==> config.mk <==
export PLATFORM = sky130hd
export DESIGN_NAME = multicore_launch_ctrl
export DESIGN_NICKNAME = d
export VERILOG_FILES = /design/src/rtl/multicore_launch_ctrl.sv
export SDC_FILE = /design/constraint.sdc
export NUM_CORES = 1
export LEC_CHECK = 0
export ABC_AREA = 1
export BUFFER_PORTS_ARGS = -buffer_cell sky130_fd_sc_hd__buf_2
export CORE_MARGIN = 2
export CORE_UTILIZATION = 40
export CTS_BUF_LIST = sky130_fd_sc_hd__clkbuf_4 sky130_fd_sc_hd__clkbuf_8 sky130_fd_sc_hd__clkbuf_16
export CTS_CLUSTER_SIZE = 30
export DETAILED_ROUTE_END_ITERATION = 10
export GPL_TIMING_DRIVEN = 1
export PLACE_DENSITY = 0.72
export RECOVER_POWER = 25
export SYNTH_ARGS = -nofsm -noshare
export SYNTH_HDL_FRONTEND = slang
export SYNTH_SLANG_ARGS = --single-unit
==> constraint.sdc <==
create_clock -name clock -period 1.6 [get_ports clock]
set_clock_uncertainty 0.05 [all_clocks]
set_input_delay 0.16 -clock clock [delete_from_list [all_inputs] [get_ports clock]]
set_output_delay 0.16 -clock clock [all_outputs]
set_load 0.02 [all_outputs]
==> src/rtl/multicore_launch_ctrl.sv <==
// Command-driven launch/teardown sequencer for an N-core cluster:
// IRAM/DRAM loading, bounded run, and DRAM dump streaming.
module multicore_launch_ctrl #(
  parameter int N_CORES    = 8,
  parameter int CORE_W     = 3,
  parameter int ADDR_W     = 9,
  parameter int DATA_W     = 16,
  parameter int CYC_W      = 32,
  parameter int MAX_CYCLES = 0
) (
  input  logic              clock,
  input  logic              rst_n,
  input  logic              cmd_valid,
  output logic              cmd_ready,
  input  logic [1:0]        cmd_op,
  input  logic [CORE_W-1:0] cmd_core,
  input  logic [ADDR_W-1:0] cmd_base,
  input  logic [ADDR_W:0]   cmd_len,
  input  logic              wr_valid,
  output logic              wr_ready,
  input  logic [DATA_W-1:0] wr_data,
  output logic [N_CORES-1:0] iram_we,
  output logic [ADDR_W-1:0] iram_addr,
  output logic [DATA_W-1:0] iram_wdata,
  output logic              dram_ext_sel,
  output logic              dram_ext_we,
  output logic              dram_ext_re,
  output logic [ADDR_W-1:0] dram_ext_addr,
  output logic [DATA_W-1:0] dram_ext_wdata,
  input  logic [DATA_W-1:0] dram_rdata,
  output logic              core_start,
  input  logic [N_CORES-1:0] core_halt,
  output logic              rd_valid,
  input  logic              rd_ready,
  output logic [DATA_W-1:0] rd_data,
  output logic              busy,
  output logic [CYC_W-1:0]  run_cycles,
  output logic              timeout
);

  localparam logic [2:0] S_IDLE  = 3'd0;
  localparam logic [2:0] S_LDI   = 3'd1;
  localparam logic [2:0] S_LDD   = 3'd2;
  localparam logic [2:0] S_RUN   = 3'd3;
  localparam logic [2:0] S_DREQ  = 3'd4;
  localparam logic [2:0] S_DWAIT = 3'd5;
  localparam logic [2:0] S_DOUT  = 3'd6;

  localparam logic [1:0] OP_LDI = 2'd0;
  localparam logic [1:0] OP_LDD = 2'd1;
  localparam logic [1:0] OP_RUN = 2'd2;

  localparam logic [CYC_W-1:0] LP_TMO_LAST = CYC_W'(MAX_CYCLES - 1);
  localparam logic [ADDR_W:0]  LP_CNT_ONE  = (ADDR_W+1)'(1);

  logic [2:0]         r_state;
  logic [ADDR_W-1:0]  r_ptr;
  logic [ADDR_W:0]    r_cnt;
  logic [CORE_W-1:0]  r_core;
  logic [N_CORES-1:0] r_iram_we;
  logic [ADDR_W-1:0]  r_iram_addr;
  logic [DATA_W-1:0]  r_iram_wdata;
  logic               r_dram_we;
  logic               r_dram_re;
  logic [ADDR_W-1:0]  r_dram_addr;
  logic [DATA_W-1:0]  r_dram_wdata;
  logic [DATA_W-1:0]  r_rd_data;
  logic [CYC_W-1:0]   r_run_cycles;
  logic               r_timeout;

  logic w_load;
  logic w_wr_fire;
  logic w_core_ok;
  logic w_all_halt;
  logic w_tmo;

  assign w_load     = (r_state == S_LDI) || (r_state == S_LDD);
  assign wr_ready   = w_load && (r_cnt != '0);
  assign w_wr_fire  = wr_ready && wr_valid;
  assign w_core_ok  = int'(cmd_core) < N_CORES;
  assign w_all_halt = &core_halt;
  assign w_tmo      = (MAX_CYCLES != 0) && (r_run_cycles == LP_TMO_LAST);

  always_ff @(posedge clock) begin
    if (!rst_n) begin
      r_state      <= S_IDLE;
      r_ptr        <= '0;
      r_cnt        <= '0;
      r_core       <= '0;
      r_iram_we    <= '0;
      r_iram_addr  <= '0;
      r_iram_wdata <= '0;
      r_dram_we    <= 1'b0;
      r_dram_re    <= 1'b0;
      r_dram_addr  <= '0;
      r_dram_wdata <= '0;
      r_rd_data    <= '0;
      r_run_cycles <= '0;
      r_timeout    <= 1'b0;
    end else begin
      r_iram_we <= '0;
      r_dram_we <= 1'b0;
      r_dram_re <= 1'b0;
      case (r_state)
        S_IDLE: begin
          if (cmd_valid) begin
            r_ptr  <= cmd_base;
            r_cnt  <= cmd_len;
            r_core <= cmd_core;
            if (cmd_len != '0) begin
              case (cmd_op)
                OP_LDI: if (w_core_ok) r_state <= S_LDI;
                OP_LDD: r_state <= S_LDD;
                OP_RUN: begin
                  r_state      <= S_RUN;
                  r_run_cycles <= '0;
                  r_timeout    <= 1'b0;
                end
                default: begin
                  r_state     <= S_DREQ;
                  r_dram_re   <= 1'b1;
                  r_dram_addr <= cmd_base;
                  r_ptr       <= cmd_base + ADDR_W'(1);
                end
              endcase
            end
          end
        end
        S_LDI, S_LDD: begin
          // Stay one extra cycle after the last word so its strobe is seen.
          if (w_wr_fire) begin
            r_ptr <= r_ptr + ADDR_W'(1);
            r_cnt <= r_cnt - LP_CNT_ONE;
            if (r_state == S_LDI) begin
              r_iram_we    <= N_CORES'(1) << r_core;
              r_iram_addr  <= r_ptr;
              r_iram_wdata <= wr_data;
            end else begin
              r_dram_we    <= 1'b1;
              r_dram_addr  <= r_ptr;
              r_dram_wdata <= wr_data;
            end
          end else if (r_cnt == '0) begin
            r_state <= S_IDLE;
          end
        end
        S_RUN: begin
          if (r_run_cycles != '1)
            r_run_cycles <= r_run_cycles + CYC_W'(1);
          if (w_all_halt) begin
            r_state   <= S_IDLE;
            r_timeout <= 1'b0;
          end else if (w_tmo) begin
            r_state   <= S_IDLE;
            r_timeout <= 1'b1;
          end
        end
        S_DREQ: r_state <= S_DWAIT;
        S_DWAIT: begin
          r_rd_data <= dram_rdata;
          r_state   <= S_DOUT;
        end
        S_DOUT: begin
          if (rd_ready) begin
            r_cnt <= r_cnt - LP_CNT_ONE;
            if (r_cnt > LP_CNT_ONE) begin
              r_state     <= S_DREQ;
              r_dram_re   <= 1'b1;
              r_dram_addr <= r_ptr;
              r_ptr       <= r_ptr + ADDR_W'(1);
            end else begin
              r_state <= S_IDLE;
            end
          end
        end
        default: r_state <= S_IDLE;
      endcase
    end
  end

  assign cmd_ready      = (r_state == S_IDLE);
  assign busy           = (r_state != S_IDLE);
  assign core_start     = (r_state == S_RUN);
  assign rd_valid       = (r_state == S_DOUT);
  assign dram_ext_sel   = (r_state == S_LDD) || (r_state == S_DREQ) ||
                          (r_state == S_DWAIT) || (r_state == S_DOUT);
  assign iram_we        = r_iram_we;
  assign iram_addr      = r_iram_addr;
  assign iram_wdata     = r_iram_wdata;
  assign dram_ext_we    = r_dram_we;
  assign dram_ext_re    = r_dram_re;
  assign dram_ext_addr  = r_dram_addr;
  assign dram_ext_wdata = r_dram_wdata;
  assign rd_data        = r_rd_data;
  assign run_cycles     = r_run_cycles;
  assign timeout        = r_timeout;

endmodule

# Yosys cells after proc, flatten, opt, wreduce, memory -nomap -nowiden
# Cells that the tools add are included.
# W data, S select, Z words.
# totals
ff_bits	134
in_bits	69
output_inout_bits	115
elab_cells	115
# classes
addsub	4
magnitude_cmp	1
n_eq_ne	21
shifts	1
mux	45
bitwise_logic	1
reduce_logical	28
# ops
cell	n
$mux W32	4
$mux W9	13
$pmux W32 S2	1
$pmux W9 S3	2
$add A32 B1 Y32 const B	1
$ne A32 B32 Y1 const B	1
$mux W10	3
$pmux W10 S3	1
$mux W3	7
$reduce_bool A10 Y1	2
$add A9 B1 Y9 const B	2
$pmux W3 S6	1
$reduce_and A8 Y1	2
$reduce_and A5 Y1	3
$ne A2 B1 Y1 const B	6
$ne A2 B2 Y1 const B	6
$gt A10 B1 Y1 const B	1
$logic_not A10 Y1	1
$mux W1	10
$sub A10 B1 Y10 const B	1
$eq A3 B3 Y1 const B	3
$pmux W3 S3	1
$reduce_and A3 Y1	3
$reduce_and A4 Y1	2
other kinds (17)	24

# Logic depth before layout (Yosys ltp)
# Gate-level depths: netlist of run 1.
# depth
ltp_word	6
mapped_depth	13
depth_no_buf	12

# Worst setup path after synthesis of run 1
# OpenSTA, ideal clock, no wires.
# synth_path
path_type	register to register
start	register r_run_cycles[1], in the netlist run_cycles[1]
end	register r_run_cycles[26], in the netlist run_cycles[26]
setup_time_ns	0.070
arrival_time_ns	1.832
required_ns	1.480
setup_slack_ns	-0.353
path_stages_with_launch	12
path_buffers	2
synth_period_minus_slack_ns	1.953
cell_sequence	dfxtp_1 ha_1 nand3_1 nor2_2 nand2_1 nor2_2 nand3_2 nand2_2 buf_6 buf_6 nand2_1 a21oi_1
# synth_between
elab_chain_len	3
word_cells_on_any_way	6
cone_classes	add/sub (1); eq/ne (2); mux (2); reduce/logical (1)
# synth_rtl
element	line_no	text
start: declaration	68	logic [CYC_W-1:0] r_run_cycles;
start signal: assignment	149	r_run_cycles <= r_run_cycles + CYC_W'(1);
$add A32 B1 Y32 / $ne A32 B32 Y1 (equally long branches)	149, 148	
$mux W32 / $ne A2 B1 Y1 (equally long branches)	n/a	
$pmux W32 S2 / $reduce_and A5 Y1 (equally long branches)	n/a	
# Several ways; a longest one is shown, not always the timed one. The select of a mux whose other input is x is not followed.
# A chain may end at the register's enable or synchronous reset.

# Final worst setup path of run 1
# layout_path
start	register r_state[1]
end	register r_run_cycles[17], in the netlist run_cycles[17]
# layout_between
elab_chain_len	3
word_cells_on_any_way	9
cone_classes	eq/ne (5); mux (1); reduce/logical (3)
# layout_rtl
element	line_no	text
start: declaration	56	logic [2:0] r_state;
start signal: assignment	86	r_state <= S_IDLE;
start signal: assignment	112	OP_LDI: if (w_core_ok) r_state <= S_LDI;
start signal: assignment	113	OP_LDD: r_state <= S_LDD;
$eq A3 B2 Y1 / $logic_not A3 Y1 (equally long branches)	104	case (r_state)
$ne A2 B1 Y1 (no source line) (tied with other cells)	n/a	
$reduce_and A5 Y1 (no source line)	n/a	
# Several ways; a longest one is shown, not always the timed one.

==> flow_summary.toml, run 1 <==
[timing]
timing_max_transition_violations_final = 0
relSlewSlack_pct = 66.6
finalCritPeriodShare_pct = 114
timing_hold_violations_final = 0
worst-slew-pin-transition_ns = 0.501
setup_viol_count_final = 115
unrepaired_setup_endpoints_after_global_routing = "yes"
max_clock_freq_ghz = 0.550
setup_slack_ns = -0.217
final_period_minus_worst_setup_slack_ns = 1.82

[power]
p_int_mw = 10.1
power.switching_fraction_pct = 40.9
ir_drop_uv = 897
clkPwrFrac_pct = 23.0
standby_leakage_power_nw = 5.23
power.combinational.fraction_pct = 52.3
power_per_cell_area_nw_per_um2 = 1470
seq_power_share_pct = 24.8
netSwitchingPower_mw = 6.96

[run]
max_cap_viol_count = 0

[yosys]
postSynthRegisterBits = 133
netlist_instances = 1070
synth-seq-area-share_pct = 38.3
synth_fp_nets = 1147
netlist-cell-type-count = 35
synth.cell_area_um2 = 6940
yosys_warnings = 0
synth.avg_cell_area_um2 = 6.49

[grt]
all_layer_global_routing_usage_pct = 26.2
overflow = 0
number_of_antenna_violations_at_the_first_check_in_global_routing = 0
grt_pass1_wl_mm = 38.5
vias_in_the_first_global_route = 8003
grt_max_degree = 44

[clock_tree]
tritoncts.num_buffers = 17
cts-root-buf = "clkbuf_16"
clock_latency_on_the_worst_skew_pair_ns = 0.42
tritoncts = "yes"
cts.sinks = 133
path_clk_slew_ns = 0.06
cts-htree-levels = 4
clk_path_buf_depth = 2

[layout]
syn_to_final_growth_pct = 66.5
multi_input_area_um2 = 4540
post-route-util_pct = 67.5
design.final.nets = 1532
post-route-cell-area_um2 = 11600
drive_gt1_share_pct = 41.1
antenna_cells_inserted = 0
filler_cell_count = 1377
sequential_cell_area_um2 = 2700

[setup_path]
cp.required_ns = 1.90
critPathKind = "register to register"
worstPathArrival_ns = 2.12
critical_path.startpoint_type = "register"
crit_fanout = 12
timing.critical_path.to_type = "register"

[detailed_routing]
detail_route.wirelength_mm = 25.7
drc_errors = 0
num_vias = 8671
dr.pass1.iters = 5
ratio_of_routed_vias_to_standard_cells = 5.12
postRouteAntennaNets = 0
wire_per_inst_um = 15.2
detailedRoute.firstIterationViolations = 589

[floorplanning]
starting_utilization_of_the_core_area_pct = 40.6
design.portCount = 184
die_height_um = 136
fp.dieArea_um2 = 18400
chipWidth_um = 136
placement_rows = 48
core_um2 = 17100

[worst_hold_path]
hold_class = "input port to register"

[outcome]
run_status = "finished with violations"
violations_in_the_final_reports = "negative setup slack"

[placement]
place_ws_ns = -0.256
routabilityCongestion = 0.906
io_buffer_count = 182
dp_hpwl_mm = 16.1
post_dp_cell_area_um2 = 9210
==> path summary, 6_finish.rpt <==
check | depth (start not counted) | slack [ns] | endpoint | from
setup reg to reg | 12 | -0.22 | run_cycles[17] | r_state[1]
hold / removal | 5 | 0.07 | r_cnt[6] | cmd_len[6]
hold reg to reg | 2 | 0.41 | rd_data[4] | rd_data[4]
setup / recovery | 12 | -0.22 | run_cycles[17] | r_state[1]
==> cell type report <==
class | instances | area share (%)
clock inverters | 11 | 0.996
clock buffers | 21 | 4.10
flip-flops and latches | 133 | 23.4
well taps | 225 | 2.44
multi-input cells | 796 | 39.3
inverters | 98 | 3.46
repair buffers | 409 | 26.3
==> Yosys cell counts (all sizes together) <==
master / number / area share, %
nand4: 16 / 1.4
nand3b: 11 / 1.2
or2: 8 / 0.72
clkbuf: 20 / 1.1
nand3: 98 / 7.2
o22ai: 1 / 0.090
a21o: 1 / 0.11
inv: 98 / 5.3
and2: 1 / 0.090
xor2: 5 / 0.63
xnor2: 1 / 0.13
ha: 8 / 1.4
nor3: 23 / 1.8
buf: 25 / 2.4
a31oi: 1 / 0.090
o21bai: 5 / 0.54
o211ai: 3 / 0.32
o21ai: 62 / 4.6
nor2: 153 / 8.8
conb: 1 / 0.054
a21oi: 101 / 7.3
nand2: 295 / 16
dfxtp: 133 / 38
==> metrics by stage <==
stage          hold WS, ns  instances  power (mW)  TNS [ns]
2_1_floorplan        0.245       1070        8.33     -3.65
3_3_place_gp         0.351       1584        10.6    -11.25
3_5_place_dp         0.356       1584        10.7    -12.38
4_1_cts             0.0351       1680        15.9     -9.58
5_1_grt             0.0903       1693        18.0    -26.77
6_report            0.0659       1693        17.0    -15.84
==> repair_timing <==
| item | 4_1_cts | 5_1_grt |
|---|---|---|
| buffers inserted | 25 | 17 |
| resized for setup | 130 | 173 |
| pin swaps | 30 | 58 |
| hold buffers | 35 | 0 |
| cloned | 5 | 2 |
| endpoints found under the hold margin | 51 | 0 |
| setup endpoints to repair | 114 | 134 |
==> cells by family (layout without fill, tap and decap cells) <==
group / count (synthesis) / after routing / synth area share, %
compound gates: 174 / 174 / 13.1
xor+xnor: 6 / 6 / 0.757
fa+ha+maj: 8 / 8 / 1.44
buf+inv: 143 / 539 / 8.81
flops: 133 / 133 / 38.3
other cells: 1 / 1 / 0.0540
simple gates: 605 / 607 / 37.5
==> power by group through the flow <==
stage	clock network (mW)	logic, mW	registers (mW)
6_report	3.91	8.89	4.21
2_1_floorplan	0	3.93	4.41
3_3_place_gp	0	6.40	4.16
3_5_place_dp	0	6.49	4.17
5_1_grt	4.09	9.63	4.26
4_1_cts	3.92	7.86	4.16
==> layer usage <==
layer	global-route usage [%]	wire (um)	part of all wire, %
met1	32.7	10500	41
met2	44.5	12900	50
met3	5.91	1850	7.2
met4	8.74	481	1.9
met5	0	0	0
==> critical path, cell delays in order (launching register included) <==
cell	delay [ns]
dfxtp_4	0.41
nand2_4	0.08
buf_12	0.13
nor2_4	0.14
nand2_2	0.09
nor2_4	0.14
nand3_4	0.13
nand2_8	0.16
buf_12	0.12
inv_8	0.05
nand2_2	0.08
nand2_2	0.06
a21oi_2	0.10
==> layout by cell type (no fill, tap or decap), types with 6 or more instances in the layout <==
| master | n |
|---|---|
| buf_6 | 29 |
| dfxtp_2 | 13 |
| nor2_2 | 15 |
| dlygate4sd3_1 | 35 |
| buf_4 | 148 |
| buf_12 | 12 |
| clkbuf_16 | 18 |
| nor2_4 | 16 |
| o21ai_0 | 43 |
| nand2_1 | 226 |
| nand2_2 | 42 |
| a21oi_1 | 56 |
| inv_2 | 11 |
| buf_8 | 6 |
| nand4_1 | 16 |
| nand3_4 | 6 |
| nor2_1 | 122 |
| o21ai_1 | 10 |
| a21oi_2 | 44 |
| or2_2 | 8 |
| nand3_2 | 6 |
| nand3b_1 | 11 |
| dfxtp_4 | 6 |
| dfxtp_1 | 114 |
| buf_2 | 144 |
| nor3_1 | 9 |
| o21ai_2 | 8 |
| nor3_2 | 12 |
| nand2_4 | 24 |
| clkbuf_1 | 32 |
| nand3_1 | 86 |
| inv_1 | 80 |
==> flip-flops by register name (all words and copies together), names as in the netlist <==
| signal | count |
|---|---|
| iram_wdata | 16 |
| dram_ext_wdata | 16 |
| rd_data | 16 |
| r_cnt | 10 |
| iram_we | 8 |
| dram_ext_re | 1 |
| r_ptr | 9 |
| r_core | 3 |
| dram_ext_we | 1 |
| run_cycles | 32 |
| dram_ext_addr | 9 |
| iram_addr | 9 |
| r_state | 3 |
No activity file was read; power rests on OpenSTA's default activity.
==> run 2: changes to the inputs <==
Settings changed: PLACE_DENSITY 0.72 to 0.69.
Clock period 1.6 ns to 2.4 ns, I/O delays scaled along.
==> flow_summary.toml, run 2 (synthesis gave the netlist of run 1 again) <==
[detailed_routing]
detailedRoute.firstIterationViolations = 370
ratio_of_routed_vias_to_standard_cells = 5.03
num_vias = 7476
detail_route.wirelength_mm = 20.5
drc_errors = 0
postRouteAntennaNets = 0
dr.pass1.iters = 6
wire_per_inst_um = 13.8

[layout]
final_common_cell = "nand2_1"
drive_gt1_share_pct = 16.9
most_frequent_cells_in_the_layout = "nand2_1, nor2_1, dfxtp_1"
finish.cell_count_without_fillers = 1486
antenna_cells_inserted = 0
design.final.nets = 1325
post-route-util_pct = 50.3
largest_reg_flops = 32
syn_to_final_growth_pct = 23.9

[timing]
setup_viol_count_final = 0
timing_max_transition_violations_final = 0
finalCritPeriodShare_pct = 89.8
unrepaired_setup_endpoints_after_global_routing = "no"
timing.setup.tns_ns = 0
worst-slew-pin-transition_ns = 0.623
max_clock_freq_ghz = 0.464
final_period_minus_worst_setup_slack_ns = 2.16
relSlewSlack_pct = 58.3
timing_hold_violations_final = 0

[clock_tree]
path_clk_slew_ns = 0.06
tritoncts = "yes"
cts_hold_buf = 1
clk_path_buf_depth = 2
cts_post_setup_buffers_inserted = 0
cts-htree-levels = 4
postcts_resize_cnt = 0
clock_latency_on_the_worst_skew_pair_ns = 0.41
cts.sinks = 133
cts-root-buf = "clkbuf_16"
tritoncts.num_buffers = 17

[grt]
number_of_antenna_violations_at_the_first_check_in_global_routing = 2
grt_pass1_wl_mm = 32.7
grt_max_degree = 44
overflow = 0
vias_in_the_first_global_route = 6726
all_layer_global_routing_usage_pct = 22.1

[worst_hold_path]
hold_class = "input port to register"

[floorplanning]
chipWidth_um = 136
die_height_um = 136
starting_utilization_of_the_core_area_pct = 40.6
core_um2 = 17100
fp.dieArea_um2 = 18400
placement_rows = 48
design.portCount = 184

[placement]
placed_cells_incl_taps = 1453
dp_hpwl_mm = 15.2
io_buffer_count = 182
routabilityCongestion = 0.909

[run]
max_cap_viol_count = 0

[power]
netSwitchingPower_mw = 3.63
power.switching_fraction_pct = 41.5
p_int_mw = 5.12
power.combinational.fraction_pct = 38.7
standby_leakage_power_nw = 3.82
power_per_cell_area_nw_per_um2 = 1020
seq_power_share_pct = 31.8
clkPwrFrac_pct = 29.5
ir_drop_uv = 570

[outcome]
run_status = "finished, final reports clean"

[setup_path]
critPathKind = "register to register"
critical_path.startpoint_type = "register"
timing.critical_path.to_type = "register"
worst-r2r-setup-slack_ns = 0.24
worstPathArrival_ns = 2.45
crit_fanout = 12
cp.required_ns = 2.69
[run 2: changes by cell type in the layout (fill, tap and decap cells not counted), sizes merged]
| cell | delta |
|---|---|
| clkbuf | +26 |
| bufbuf | -1 |
| nand2 | -2 |
| inv | +3 |
| buf | -198 |
| dlygate4sd3 | -34 |
| clkinv | -1 |
[run 2: critical path: stages, from the launching register on]
cell,delay (ns)
dfxtp_1,0.41
ha_1,0.25
nand3_1,0.14
nor2_2,0.13
nand2_1,0.07
nor2_2,0.17
nand3_2,0.15
nand2_2,0.27
inv_2,0.18
nand2_1,0.11
nand2_1,0.05
a21oi_1,0.11
[run 2: path summary, 6_finish.rpt]
kind              depth (start not counted)           endpoint              start
setup / recovery                         11     run_cycles[17]      run_cycles[1]
hold / removal                            3      iram_wdata[0]         wr_data[0]
setup reg to reg                         11     run_cycles[17]      run_cycles[1]
hold reg to reg                           2  dram_ext_wdata[1]  dram_ext_wdata[1]
[run 2: cell type report]
cell class	instances	area (um2)
clock buffers	19	447
clock inverters	13	138
fillers	1801	8510
inverters	98	368
multi-input cells	794	3670
flip-flops and latches	133	2660
well taps	225	282
repair buffers	204	1040
[run 2: metrics by stage]
step / setup WS (ns) / power, mW / area, um2 / hold slack, ns
after floorplan: 0.447 / 5.42 / 6940 / 0.325
after global placement: 0.338 / 6.21 / 8090 / 0.396
after detailed placement: 0.328 / 6.23 / 8090 / 0.400
after CTS: 0.276 / 8.82 / 8680 / 0.000347
after global routing: 0.000558 / 9.40 / 8600 / 0.00309
final: 0.244 / 8.75 / 8600 / 0.00795
[run 2: layer usage]
metal,part of all wire [%],vias to the layer above,track usage (%)
li1,-,3809,-
met1,44,3375,28.0
met2,46,244,35.3
met3,6.9,46,6.36
met4,2.9,2,8.91
met5,0.034,-,0
[run 2: power groups by stage]
stage | logic, mW | clock network, mW | registers [mW]
2_1_floorplan | 2.48 | 0 | 2.93
3_5_place_dp | 3.42 | 0 | 2.81
4_1_cts | 3.43 | 2.62 | 2.77
6_report | 3.39 | 2.58 | 2.78
5_1_grt | 3.86 | 2.72 | 2.82
3_3_place_gp | 3.40 | 0 | 2.81
==> run 3: changes to the inputs <==
Settings changed: REMOVE_ABC_BUFFERS from default to 1, SETUP_SLACK_MARGIN from default to 0.3.
==> flow_summary.toml, run 3 (synthesis gave the netlist of run 1 again) <==
[outcome]
run_status = "finished, final reports clean"

[layout]
final_common_cell = "nand2_1"
drive_gt1_share_pct = 17.8
design.final.nets = 1331
antenna_cells_inserted = 0
syn_to_final_growth_pct = 26.1
finish.cell_count_without_fillers = 1492
largest_reg_flops = 32
post-route-util_pct = 51.1
most_frequent_cells_in_the_layout = "nand2_1, nor2_1, dfxtp_1"

[setup_path]
timing.critical_path.to_type = "output port"
crit_fanout = 4
critPathKind = "register to output port"
worstPathArrival_ns = 1.71
critical_path.startpoint_type = "register"
cp.required_ns = 2.11

[detailed_routing]
wire_per_inst_um = 13.9
drc_errors = 0
num_vias = 7482
dr.pass1.iters = 5
detail_route.wirelength_mm = 20.7
ratio_of_routed_vias_to_standard_cells = 5.01
postRouteAntennaNets = 0
detailedRoute.firstIterationViolations = 523

[placement]
routabilityCongestion = 0.923
io_buffer_count = 182
placed_cells_incl_taps = 1455
dp_hpwl_mm = 15.3
place_ws_ns = 0.203

[timing]
max_clock_freq_ghz = 0.499
finalCritPeriodShare_pct = 83.5
timing_hold_violations_final = 0
relSlewSlack_pct = 57.4
timing.setup.tns_ns = 0
timing_max_transition_violations_final = 0
setup_slack_ns = 0.395
fin_hold_ws_ns = 0.0207
unrepaired_setup_endpoints_after_global_routing = "yes"
final_period_minus_worst_setup_slack_ns = 2.00
worst-slew-pin-transition_ns = 0.638
setup_viol_count_final = 0

[worst_hold_path]
hold_class = "input port to register"

[floorplanning]
core_um2 = 17100
design.portCount = 184
chipWidth_um = 136
placement_rows = 48
die_height_um = 136
starting_utilization_of_the_core_area_pct = 40.6
fp.dieArea_um2 = 18400

[grt]
vias_in_the_first_global_route = 6924
grt_pass1_wl_mm = 33.4
all_layer_global_routing_usage_pct = 22.6
overflow = 0
grt_max_degree = 35
number_of_antenna_violations_at_the_first_check_in_global_routing = 0

[clock_tree]
cts-root-buf = "clkbuf_16"
tritoncts.num_buffers = 17
clk_path_buf_depth = 2
clock_latency_on_the_worst_skew_pair_ns = 0.42
cts.sinks = 133
cts-htree-levels = 4
path_clk_slew_ns = 0.06
tritoncts = "yes"

[power]
seq_power_share_pct = 31.0
standby_leakage_power_nw = 3.87
clkPwrFrac_pct = 29.7
power.switching_fraction_pct = 41.3
netSwitchingPower_mw = 3.73
p_int_mw = 5.30
power_per_cell_area_nw_per_um2 = 1030
power.combinational.fraction_pct = 39.3
ir_drop_uv = 551

[run]
max_cap_viol_count = 0
## run 3: cell types whose count changed in the layout (fill, tap and decap cells not counted), sizes merged
cell,before,now
buf,142,146
bufinv,1,2
clkbuf,80,79
clkinvlp,2,3
dlygate4sd3,1,3
inv,106,105
## run 3: power groups by stage
stage | combinational, mW | sequential, mW | clock (mW)
2_1_floorplan | 2.22 | 2.95 | 0
3_3_place_gp | 3.45 | 2.82 | 0
3_5_place_dp | 3.48 | 2.82 | 0
4_1_cts | 3.52 | 2.78 | 2.73
5_1_grt | 3.98 | 2.83 | 2.84
6_report | 3.55 | 2.80 | 2.68
## run 3: metrics by stage
stage               power, mW  area [um2]
finish                   9.02        8750
global route             9.65        8750
CTS                      9.03        8780
detailed placement       6.30        8100
global placement         6.27        8100
floorplan                5.18        6700
## run 3: worst paths after layout
path,from,endpoint,slack [ns],cells past startpoint
hold / removal,wr_data[5],iram_wdata[5],0.02,3
hold reg to reg,rd_data[13],rd_data[13],0.41,2
setup reg to reg,run_cycles[20],run_cycles[18],0.43,7
setup / recovery,r_cnt[4],wr_ready,0.40,7
## run 3: timing repair
action                     CTS  global route
setup endpoints to repair   41            84
gates resized for setup      4            15
hold endpoints to repair     3             0
pin swaps                    1             5
hold buffers                 3             0
setup buffers                2             0
## run 3: area by class of cell
cell class | instances | area (um2)
Timing Repair Buffer | 210 | 1110
Sequential cell | 133 | 2670
Multi-Input combinational cell | 794 | 3720
Clock buffer | 18 | 439
Clock inverter | 14 | 166
Fill cell | 1790 | 8360
Tap cell | 225 | 282
Inverter | 98 | 373
## run 3: layer usage
metal	wire length, um	share of wire (%)	up-vias	GRT usage, %
met5	0	0	-	0
met4	403	1.9	0	8.39
met3	1540	7.4	31	6.17
met2	9410	45	265	35.9
met1	9360	45	3357	29.3
li1	-	-	3829	-
## run 3: critical path, cell delays in order (launching register included)
cell     delay (ns)
dfxtp_1        0.35
nor2_1         0.21
nand2_1        0.15
nor2_2         0.16
nand2_1        0.11
nand2_1        0.07
inv_1          0.07
buf_2          0.16
